$ cat src/rtl/mem_wb_stage_if.sv
// Signal bundle for the memory/write-back stage: the execute-side bundle,
// the data-RAM req/ack port, the register-file write port and error pulses.
// "slave" is the stage's own view; "master" is the surrounding pipeline,
// memory and register file seen from the other side.
interface mem_wb_stage_if #(
  parameter int ADDR_W = 10
);
  // Execute bundle: valid/ready. A bundle transfers on a rising edge where
  // ex_valid and ex_ready are both 1; execute holds the bundle while ex_ready
  // is 0. Memory port: req/ack. mem_req stays 1 with addr/data/strobe/we
  // stable until a rising edge samples mem_ack=1 (or the wait bound expires);
  // mem_ack is ignored whenever mem_req is 0.
  logic              ex_valid;
  logic              ex_ready;
  logic              ex_load;
  logic              ex_store;
  logic [2:0]        ex_funct3;
  logic [4:0]        ex_rd;
  logic [31:0]       ex_result;
  logic [31:0]       ex_store_data;

  logic              mem_req;
  logic              mem_we;
  logic [ADDR_W-1:0] mem_addr;
  logic [31:0]       mem_wdata;
  logic [3:0]        mem_wstrb;
  logic              mem_ack;
  logic [31:0]       mem_rdata;

  logic              rf_we;
  logic [4:0]        rf_waddr;
  logic [31:0]       rf_wdata;

  logic              misalign_err;
  logic              bus_err;

  modport slave (
    input  ex_valid, ex_load, ex_store, ex_funct3, ex_rd, ex_result,
           ex_store_data, mem_ack, mem_rdata,
    output ex_ready, mem_req, mem_we, mem_addr, mem_wdata, mem_wstrb,
           rf_we, rf_waddr, rf_wdata, misalign_err, bus_err
  );

  modport master (
    output ex_valid, ex_load, ex_store, ex_funct3, ex_rd, ex_result,
           ex_store_data, mem_ack, mem_rdata,
    input  ex_ready, mem_req, mem_we, mem_addr, mem_wdata, mem_wstrb,
           rf_we, rf_waddr, rf_wdata, misalign_err, bus_err
  );
endinterface

$ cat src/rtl/mem_wb_stage.sv
// Pipeline stage 4: executes loads/stores against the data RAM and writes
// ALU and load results back to the register file. One memory access may be
// outstanding; execute is stalled (ex_ready=0) for its whole duration.
module mem_wb_stage #(
  parameter int ADDR_W  = 10,
  parameter int TIMEOUT = 16
) (
  input  logic            clk,
  input  logic            Reset,
  mem_wb_stage_if.slave   bus,
  output logic            dbg_state   // 1 while a memory access is outstanding
);

  typedef enum logic {
    S_IDLE = 1'b0,
    S_MEM  = 1'b1
  } state_t;

  localparam int CNT_W = $clog2(TIMEOUT + 1);

  state_t           state;
  state_t           state_nx;
  logic [CNT_W-1:0] wait_cnt;

  // Fields of the outstanding access needed when it completes.
  logic [1:0]       off_q;
  logic [2:0]       f3_q;
  logic [4:0]       rd_q;
  logic             load_q;

  logic             accept;
  logic             is_mem;
  logic             misaligned;
  logic             acked;
  logic             timed_out;
  logic [1:0]       off;
  logic [3:0]       strb_nx;
  logic [31:0]      wdata_nx;
  logic [31:0]      shifted;
  logic [31:0]      load_val;

  // Address bits above the RAM window are not decoded.
  logic             unused_addr_bits;
  assign unused_addr_bits = ^bus.ex_result[31:ADDR_W+2];

  assign off       = bus.ex_result[1:0];
  assign is_mem    = bus.ex_load | bus.ex_store;
  assign dbg_state = (state == S_MEM);

  // Stage can take a bundle only when no access is outstanding and not in reset.
  always_comb begin
    bus.ex_ready = (state == S_IDLE) && !Reset;
    accept       = bus.ex_valid && bus.ex_ready;
  end

  // Alignment rule by access size; unlisted size encodings behave as word.
  always_comb begin
    misaligned = 1'b0;
    case (bus.ex_funct3[1:0])
      2'b00:   misaligned = 1'b0;
      2'b01:   misaligned = off[0];
      default: misaligned = (off != 2'b00);
    endcase
  end

  // Store lane placement: strobes follow the byte offset, data is replicated
  // across lanes so the RAM can take whichever lanes are enabled.
  always_comb begin
    strb_nx  = 4'b1111;
    wdata_nx = bus.ex_store_data;
    case (bus.ex_funct3[1:0])
      2'b00: begin
        strb_nx  = 4'b0001 << off;
        wdata_nx = {4{bus.ex_store_data[7:0]}};
      end
      2'b01: begin
        strb_nx  = 4'b0011 << off;
        wdata_nx = {2{bus.ex_store_data[15:0]}};
      end
      default: begin
        strb_nx  = 4'b1111;
        wdata_nx = bus.ex_store_data;
      end
    endcase
  end

  // Load lane select and sign/zero extension (funct3[2] = unsigned).
  always_comb begin
    shifted  = bus.mem_rdata >> {off_q, 3'b000};
    load_val = shifted;
    case (f3_q[1:0])
      2'b00:   load_val = f3_q[2] ? {24'b0, shifted[7:0]}
                                  : {{24{shifted[7]}}, shifted[7:0]};
      2'b01:   load_val = f3_q[2] ? {16'b0, shifted[15:0]}
                                  : {{16{shifted[15]}}, shifted[15:0]};
      default: load_val = shifted;
    endcase
  end

  // Completion events for the outstanding access; ack on the last allowed
  // cycle wins over the timeout.
  always_comb begin
    acked     = (state == S_MEM) && bus.mem_req && bus.mem_ack;
    timed_out = (state == S_MEM) && !bus.mem_ack &&
                (wait_cnt == CNT_W'(TIMEOUT - 1));
  end

  // Next-state logic: enter MEM on an aligned load/store, leave on ack/timeout.
  always_comb begin
    state_nx = state;
    case (state)
      S_IDLE: if (accept && is_mem && !misaligned) state_nx = S_MEM;
      S_MEM:  if (acked || timed_out)              state_nx = S_IDLE;
      default: state_nx = S_IDLE;
    endcase
  end

  // State register.
  always_ff @(posedge clk) begin
    if (Reset) state <= S_IDLE;
    else       state <= state_nx;
  end

  // Wait counter: zero outside MEM, counts MEM cycles that saw no ack.
  always_ff @(posedge clk) begin
    if (Reset || state == S_IDLE) wait_cnt <= '0;
    else if (!acked)              wait_cnt <= wait_cnt + 1'b1;
  end

  // Memory port, register-file port and error pulses.
  always_ff @(posedge clk) begin
    if (Reset) begin
      bus.mem_req      <= 1'b0;
      bus.mem_we       <= 1'b0;
      bus.mem_addr     <= '0;
      bus.mem_wdata    <= '0;
      bus.mem_wstrb    <= '0;
      bus.rf_we        <= 1'b0;
      bus.rf_waddr     <= '0;
      bus.rf_wdata     <= '0;
      bus.misalign_err <= 1'b0;
      bus.bus_err      <= 1'b0;
      off_q            <= '0;
      f3_q             <= '0;
      rd_q             <= '0;
      load_q           <= 1'b0;
    end else begin
      bus.rf_we        <= 1'b0;
      bus.misalign_err <= 1'b0;
      bus.bus_err      <= 1'b0;

      if (accept) begin
        if (!is_mem) begin
          if (bus.ex_rd != 5'd0) begin
            bus.rf_we    <= 1'b1;
            bus.rf_waddr <= bus.ex_rd;
            bus.rf_wdata <= bus.ex_result;
          end
        end else if (misaligned) begin
          bus.misalign_err <= 1'b1;
        end else begin
          bus.mem_req   <= 1'b1;
          bus.mem_we    <= bus.ex_store;
          bus.mem_addr  <= bus.ex_result[ADDR_W+1:2];
          bus.mem_wstrb <= bus.ex_store ? strb_nx : 4'b0000;
          if (bus.ex_store) bus.mem_wdata <= wdata_nx;
          off_q  <= off;
          f3_q   <= bus.ex_funct3;
          rd_q   <= bus.ex_rd;
          load_q <= bus.ex_load;
        end
      end

      if (acked) begin
        bus.mem_req <= 1'b0;
        if (load_q && rd_q != 5'd0) begin
          bus.rf_we    <= 1'b1;
          bus.rf_waddr <= rd_q;
          bus.rf_wdata <= load_val;
        end
      end else if (timed_out) begin
        bus.mem_req <= 1'b0;
        bus.bus_err <= 1'b1;
      end
    end
  end

endmodule

$ cat src/flat_wrapper.sv
// flat-port wrapper written by rule: the top's interface ports become plain ports
module mem_wb_stage_flat 
#(
  parameter int ADDR_W  = 10,
  parameter int TIMEOUT = 16
)
  (clk, Reset, dbg_state, bus_ex_valid, bus_ex_load, bus_ex_store, bus_ex_funct3, bus_ex_rd, bus_ex_result, bus_ex_store_data, bus_mem_ack, bus_mem_rdata, bus_ex_ready, bus_mem_req, bus_mem_we, bus_mem_addr, bus_mem_wdata, bus_mem_wstrb, bus_rf_we, bus_rf_waddr, bus_rf_wdata, bus_misalign_err, bus_bus_err);
  mem_wb_stage_if #(.ADDR_W(ADDR_W)) bus_i ();
  input  logic clk;
  input  logic Reset;
  output logic dbg_state;
  input wire logic [$bits(bus_i.ex_valid)-1:0] bus_ex_valid;
  input wire logic [$bits(bus_i.ex_load)-1:0] bus_ex_load;
  input wire logic [$bits(bus_i.ex_store)-1:0] bus_ex_store;
  input wire logic [$bits(bus_i.ex_funct3)-1:0] bus_ex_funct3;
  input wire logic [$bits(bus_i.ex_rd)-1:0] bus_ex_rd;
  input wire logic [$bits(bus_i.ex_result)-1:0] bus_ex_result;
  input wire logic [$bits(bus_i.ex_store_data)-1:0] bus_ex_store_data;
  input wire logic [$bits(bus_i.mem_ack)-1:0] bus_mem_ack;
  input wire logic [$bits(bus_i.mem_rdata)-1:0] bus_mem_rdata;
  output wire logic [$bits(bus_i.ex_ready)-1:0] bus_ex_ready;
  output wire logic [$bits(bus_i.mem_req)-1:0] bus_mem_req;
  output wire logic [$bits(bus_i.mem_we)-1:0] bus_mem_we;
  output wire logic [$bits(bus_i.mem_addr)-1:0] bus_mem_addr;
  output wire logic [$bits(bus_i.mem_wdata)-1:0] bus_mem_wdata;
  output wire logic [$bits(bus_i.mem_wstrb)-1:0] bus_mem_wstrb;
  output wire logic [$bits(bus_i.rf_we)-1:0] bus_rf_we;
  output wire logic [$bits(bus_i.rf_waddr)-1:0] bus_rf_waddr;
  output wire logic [$bits(bus_i.rf_wdata)-1:0] bus_rf_wdata;
  output wire logic [$bits(bus_i.misalign_err)-1:0] bus_misalign_err;
  output wire logic [$bits(bus_i.bus_err)-1:0] bus_bus_err;
  assign bus_i.ex_valid = bus_ex_valid;
  assign bus_i.ex_load = bus_ex_load;
  assign bus_i.ex_store = bus_ex_store;
  assign bus_i.ex_funct3 = bus_ex_funct3;
  assign bus_i.ex_rd = bus_ex_rd;
  assign bus_i.ex_result = bus_ex_result;
  assign bus_i.ex_store_data = bus_ex_store_data;
  assign bus_i.mem_ack = bus_mem_ack;
  assign bus_i.mem_rdata = bus_mem_rdata;
  assign bus_ex_ready = bus_i.ex_ready;
  assign bus_mem_req = bus_i.mem_req;
  assign bus_mem_we = bus_i.mem_we;
  assign bus_mem_addr = bus_i.mem_addr;
  assign bus_mem_wdata = bus_i.mem_wdata;
  assign bus_mem_wstrb = bus_i.mem_wstrb;
  assign bus_rf_we = bus_i.rf_we;
  assign bus_rf_waddr = bus_i.rf_waddr;
  assign bus_rf_wdata = bus_i.rf_wdata;
  assign bus_misalign_err = bus_i.misalign_err;
  assign bus_bus_err = bus_i.bus_err;
  mem_wb_stage #(.ADDR_W(ADDR_W), .TIMEOUT(TIMEOUT)) u_core (.clk(clk), .Reset(Reset), .bus(bus_i), .dbg_state(dbg_state));
endmodule
$ cat config.mk
export PLATFORM = sky130hd
export DESIGN_NAME = mem_wb_stage_flat
export DESIGN_NICKNAME = d
export VERILOG_FILES = /design/src/rtl/mem_wb_stage_if.sv /design/src/rtl/mem_wb_stage.sv /design/src/flat_wrapper.sv
export SDC_FILE = /design/constraint.sdc
export NUM_CORES = 1
export LEC_CHECK = 0
export CORE_AREA = 2 2 92 138
export DETAILED_ROUTE_END_ITERATION = 7
export DIE_AREA = 0 0 94 140
export PLACE_DENSITY = 0.79
export REMOVE_ABC_BUFFERS = 1
export SYNTH_ARGS = -nofsm -noshare
export SYNTH_HDL_FRONTEND = slang
export SYNTH_SLANG_ARGS = --single-unit
$ cat constraint.sdc
create_clock -name clk -period 2.15 [get_ports clk]
set_input_delay 0.3225 -clock clk [delete_from_list [all_inputs] [get_ports clk]]
set_output_delay 0.3225 -clock clk [all_outputs]
set_load 0.05 [all_outputs]
* Yosys cells after proc, flatten, opt, wreduce, memory -nomap -nowiden
Cells that the tools add are included.
** Operators by class
- Add/sub/neg operators :: 1
- Eq/ne operators :: 3
- Shifts and indexed selects :: 3
- Multiplexer cells :: 27
- Bitwise gates (word level) :: 5
- Reductions and logical operators :: 24
** Operator list (count)
- two-way mux 32 bit :: 7
- case mux 32 bit (2 select lines) :: 2
- >> shifter 32 x 5 -> 32 bit :: 1
- two-way mux 5 bit :: 5
- nonzero test 5 bit :: 2
- logical AND 1 bit :: 9
- two-way mux 1 bit :: 9
- case mux 4 bit (2 select lines) :: 1
- OR reduction 3 bit :: 2
- adder 5 x 1 -> 5 bit (second input constant) :: 1
- equality test 5 x 4 -> 1 bit (second input constant) :: 1
- equality test 2 x 1 -> 1 bit (second input constant) :: 2
- logical NOT 2 bit :: 2
- two-way mux 4 bit :: 1
- NOT 1 bit :: 4
- case mux 1 bit (2 select lines) :: 2
- AND reduction 4 bit :: 1
- left shift 1 x 2 -> 4 bit (first input constant) :: 1
- left shift 2 x 2 -> 4 bit (first input constant) :: 1
- logical NOT 1 bit :: 3
- AND reduction 3 bit :: 1
- logical OR 1 bit :: 2
- nonzero test 2 bit :: 1
- OR reduction 2 bit :: 1
- OR 1 bit :: 1
** Storage, ports and cells
- Register bits after elaboration :: 105
- Bits of input ports :: 110
- Output and inout bits :: 90
- Word-level logic and storage cells :: 79

* Logic depth before layout (Yosys ltp)
- Depth in word-level cells :: 7
- Mapped depth :: 7

* Worst setup path after synthesis
No wires, ideal clock.
- Path type :: flip-flop to flip-flop
- From :: reg u_core.state (netlist: u_core.dbg_state)
- To :: reg u_core.bus.rf_wdata[16] (netlist bit)
- Library setup time :: 0.148 ns
- Data arrival time :: 1.982 ns
- Required time :: 2.002 ns
- Setup slack :: 0.020 ns
- Stages on the path, launching flop included :: 7
- Path buffers :: 2
- Path through :: dfxtp_1 > and4_1 > clkbuf_1 > o21ai_4 > a311oi_4 > buf_6 > a221oi_2
** Between the ends
- Word-level cells in the longest chain between the ends :: 6
- Elaborated cells on any way between the ends :: 8
** Ends and longest elaborated chain
- start: declaration :: line mem_wb_stage.sv:21 : state_t state;
- start signal: assignment :: line mem_wb_stage.sv:121 : else state <= state_nx;
- NOT 1 bit :: line mem_wb_stage.sv:52 : bus.ex_ready = (state == S_IDLE) && !Reset;
- logical AND 1 bit :: line mem_wb_stage.sv:52
- logical AND 1 bit :: line mem_wb_stage.sv:53 : accept = bus.ex_valid && bus.ex_ready;
- two-way mux 32 bit :: line mem_wb_stage.sv:152 : if (accept) begin
- two-way mux 32 bit :: line mem_wb_stage.sv:176 : if (load_q && rd_q != 5'd0) begin
- two-way mux 32 bit * :: line mem_wb_stage.sv:174 : if (acked) begin
- end signal: assignment :: line mem_wb_stage.sv:157 : bus.rf_wdata <= bus.ex_result;
- end signal: assignment :: line mem_wb_stage.sv:179 : bus.rf_wdata <= load_val;
- end: declaration :: line mem_wb_stage_if.sv:41 : rf_we, rf_waddr, rf_wdata, misalign_err, bus_err
Mark *: on every way between the ends. The rest lies on a longest branch, timed or not.
A chain may end at the register's enable or synchronous reset.

* Worst setup path in the final report
- From :: in bus_ex_rd[1]
- To :: reg u_core.bus.rf_wdata[19] (netlist bit)
** Between the ends
- Word-level cells in the longest chain between the ends :: 6
** Ends and longest elaborated chain
- start: declaration :: line flat_wrapper.sv:16 : input wire logic [$bits(bus_i.ex_rd)-1:0] bus_ex_rd;
- nonzero test 5 bit * :: line mem_wb_stage.sv:154 : if (bus.ex_rd != 5'd0) begin
- two-way mux 32 bit * :: line mem_wb_stage.sv:154
- two-way mux 32 bit * :: line mem_wb_stage.sv:153 : if (!is_mem) begin
- two-way mux 32 bit * :: line mem_wb_stage.sv:152
- two-way mux 32 bit :: line mem_wb_stage.sv:176
- two-way mux 32 bit * :: line mem_wb_stage.sv:174
Marks and branches as above.

==> flow_metrics.py <==
metrics = {
    "cells_and_area": {
        "fillerInstances": 1028,
        "drive_gt1_share_pct": 11.6,
        "area_delta_synth_final_pct": 49.7,
        "multi_input_area_um2": 2780,
        "antenna_cells": 0,
        "nNetsFinal": 856,
        "fin_util_pct": 64.4,
        "layout.area.seq_um2": 2100,
    },
    "logic_synthesis": {
        "yosysTopAreaCell": "dfxtp_1",
        "synth-simple-area-share_pct": 13.9,
        "synth_top_area_share_pct": 40.9,
        "synth.area.top_cells": "dfxtp_1 (41%), mux2i_1 (15%), nand2_1 (5.9%)",
        "syn_area_um2": 5140,
        "syn_area_per_cell_um2": 9.32,
        "synthArstFlopShare_pct": 0,
        "syn_inst": 552,
        "ys_ff_latch": 105,
        "ys_seq_area_share_pct": 40.9,
        "synth_edf_count": 0,
        "synth_fa_ha_area_share_pct": 0.487,
        "synth_top_family_by_area": "compound AO/OA/AOI/OAI gates",
        "synth-compound-area-share_pct": 21.7,
        "synth.distinct_cells": 43,
        "synth.mux.area_fraction_pct": 17.4,
        "ys.flop_type": "dfxtp_1",
        "yosysWarnings": 0,
        "synth_xor_area_share_pct": 0.511,
    },
    "clock_network": {
        "cts_hold_buf": 0,
        "cts-root-buf": "clkbuf_16",
        "htree_num_levels": 3,
        "cts.sink_count": 105,
        "clock_latency_ns": 0.34,
        "post_cts_buffers": 0,
        "cts_resized": 0,
        "clk_path_buf_depth": 2,
        "numCtsBuffers": 9,
        "cts_tree": "yes",
        "clk_pin_slew_ns": 0.07,
    },
    "critical_path": {
        "rr_worst_depth": 6,
        "path_class": "in2reg",
        "cp-end-kind": "flop",
        "reg2reg_slack_ns": 0.16,
        "crit_arrival_ns": 2.27,
        "worstSetupStartpointType": "input pin",
        "r2r-start": "u_core.off_q[0]",
        "cp_max_fo": 38,
        "r2r-end": "u_core.bus.rf_wdata[20]",
        "required_ns": 2.33,
    },
    "pwr": {
        "p_per_area_nw_per_um2": 603,
        "power_mw": 4.64,
        "ir_worst_vdd_mv": 0.357,
        "p_leak_nw": 3.03,
    },
    "routing": {
        "wl_mm": 15.7,
        "num_vias": 4895,
        "drtIter0Drc": 180,
        "ant_nets": 0,
        "first_pass_iters": 4,
        "wl_per_cell_um": 17.4,
        "vias_per_cell": 5.43,
        "drcViolationCount": 0,
    },
    "grt": {
        "grt_max_degree": 74,
        "grt_pass1_vias": 4925,
        "grt_pass1_wl_mm": 24.8,
        "overflow": 0,
        "grt_util_all_layers_pct": 23.6,
        "antenna_found_initial": 0,
    },
    "sta": {
        "finalMaxSlewViolations": 0,
        "slew_headroom_pct": 37.0,
        "hold_viol": 0,
        "min_period_over_period_pct": 97.1,
        "tightest_slew_ns": 0.945,
        "period_minus_slack_ns": 2.09,
        "rsz0062_at_grt": "false",
        "setup_violations": 0,
        "max_freq_mhz": 479,
        "fin_skew_ns": 0.00806,
    },
    "floorplanning": {
        "die_w_um": 94,
        "die_h_um": 140,
        "initial_core_util_pct": 43.0,
        "rows": 49,
        "ios": 200,
        "core_um2": 12000,
        "die_area_um2": 13200,
    },
    "place": {
        "hpwl_mm": 11.5,
        "io_buffers": 199,
        "gp_congestion": 0.774,
    },
    "status": {
        "status": "complete, no violations",
    },
    "hold_path": {
        "worstHoldEndpoint": "u_core.bus.misalign_err",
        "min_path_cells": 3,
        "min_from": "Reset",
        "worstHoldPathType": "in2reg",
    },
    "job": {
        "cap_violations": 0,
    },
}
worst max-delay path by stage:
| stage | end | depth (start not counted) | start | slack (ns) |
|---|---|---|---|---|
| final | u_core.bus.rf_wdata[19] | 6 | bus_ex_rd[1] | 0.06 |
| after global routing | u_core.bus.rf_wdata[5] | 6 | bus_ex_rd[1] | 0.002 |
| after CTS | u_core.bus.rf_wdata[19] | 6 | bus_ex_rd[1] | 0.08 |
| after detailed placement | u_core.bus.rf_wdata[19] | 6 | bus_ex_rd[1] | -0.24 |
| after global placement | u_core.bus.rf_wdata[28] | 6 | bus_ex_rd[1] | -0.20 |
| after floorplan | u_core.bus.rf_wdata[16] | 4 | bus_ex_rd[1] | -0.73 |
synthesized netlist by cell type, types with 2 or more instances:
master       n
dfxtp_1    105
ha_1         2
or4_1        2
nor2_1      51
a221oi_2    10
mux2_2       8
o21ai_0     22
a221oi_1     7
and4_1       2
a211oi_2    14
nand4_1      2
nand2b_1     2
o2bb2ai_1    8
a211oi_1    20
mux2i_1     78
a211o_1      7
buf_1        3
buf_2       13
a21oi_1     35
xor2_1       2
nor2b_1     11
nand3_1      6
buf_4        2
a311oi_1     8
a22oi_1      5
inv_1        2
clkbuf_1    26
buf_6        4
nand2_1     81
power breakdown:
part,internal (mW),switching (mW),leakage (nW)
combinational,0.404,0.447,2.02
sequential,1.99,0.0319,0.850
clock,1.03,0.731,0.158
total,3.43,1.21,3.03
cells by family after synthesis:
group	count (synthesis)
and+or+nand+nor	164
AOI/OAI and AO/OA	139
DFF	105
muxes	87
buffers and inverters	52
xor gates and xnor gates	3
adders and majority gates	2
metrics by stage:
| stage | cell area (um2) | instances | setup WS, ns | hold WS (ns) | setup TNS (ns) |
|---|---|---|---|---|---|
| floorplan | 4880 | 502 | -0.727 | 0.387 | -43.25 |
| global placement | 7370 | 886 | -0.203 | 0.443 | -5.97 |
| detailed placement | 7370 | 886 | -0.238 | 0.454 | -6.47 |
| CTS | 7700 | 902 | 0.0843 | 0.347 | 0 |
| global route | 7700 | 902 | 0.00220 | 0.339 | 0 |
| finish | 7700 | 902 | 0.0615 | 0.351 | 0 |
routing by layer:
layer	global-route usage [%]	share of wire, %	vias to the layer above
met3	4.73	5.8	31
met1	26.6	38	2315
met4	9.69	3.4	0
li1	-	-	2383
met5	0	0	-
met2	42.5	53	166
critical path, stage by stage:
cell,delay (ns)
clkdlybuf4s50_1,0.42
or4_1,0.62
o211ai_4,0.22
buf_12,0.27
mux2i_1,0.29
a221oi_2,0.09
flip-flops by register name, indices dropped and copies added (netlist names), 2 cells and up:
signal and count:
u_core.wait_cnt 5, u_core.bus.rf_wdata 32, u_core.off_q 2, u_core.f3_q 3, u_core.bus.mem_wdata 32, u_core.bus.rf_waddr 5
u_core.bus.mem_wstrb 4, u_core.rd_q 5, u_core.bus.mem_addr 10
layout by cell type (no fill, tap or decap), types with 8 or more instances in the layout:
cell,Yosys,layout
clkdlybuf4s50_1,0,197
dfxtp_1,105,105
nand2_1,81,81
mux2i_1,78,78
nor2_1,51,51
a21oi_1,35,35
buf_4,2,29
o21ai_0,22,22
a211oi_1,20,20
a211oi_2,14,14
nor2b_1,11,11
a221oi_2,10,10
clkbuf_16,0,9
o2bb2ai_1,8,8
mux2_2,8,8
a311oi_1,8,8
layout make-up:
class	instances	share of cell area, %
clock buffers	13	3.64
inverters	2	0.0975
well taps	153	2.49
flip-flops and latches	105	27.3
repair buffers	231	29.7
multi-input cells	395	36.1
clock inverters	3	0.601
Power figures use the tool's default switching activity.
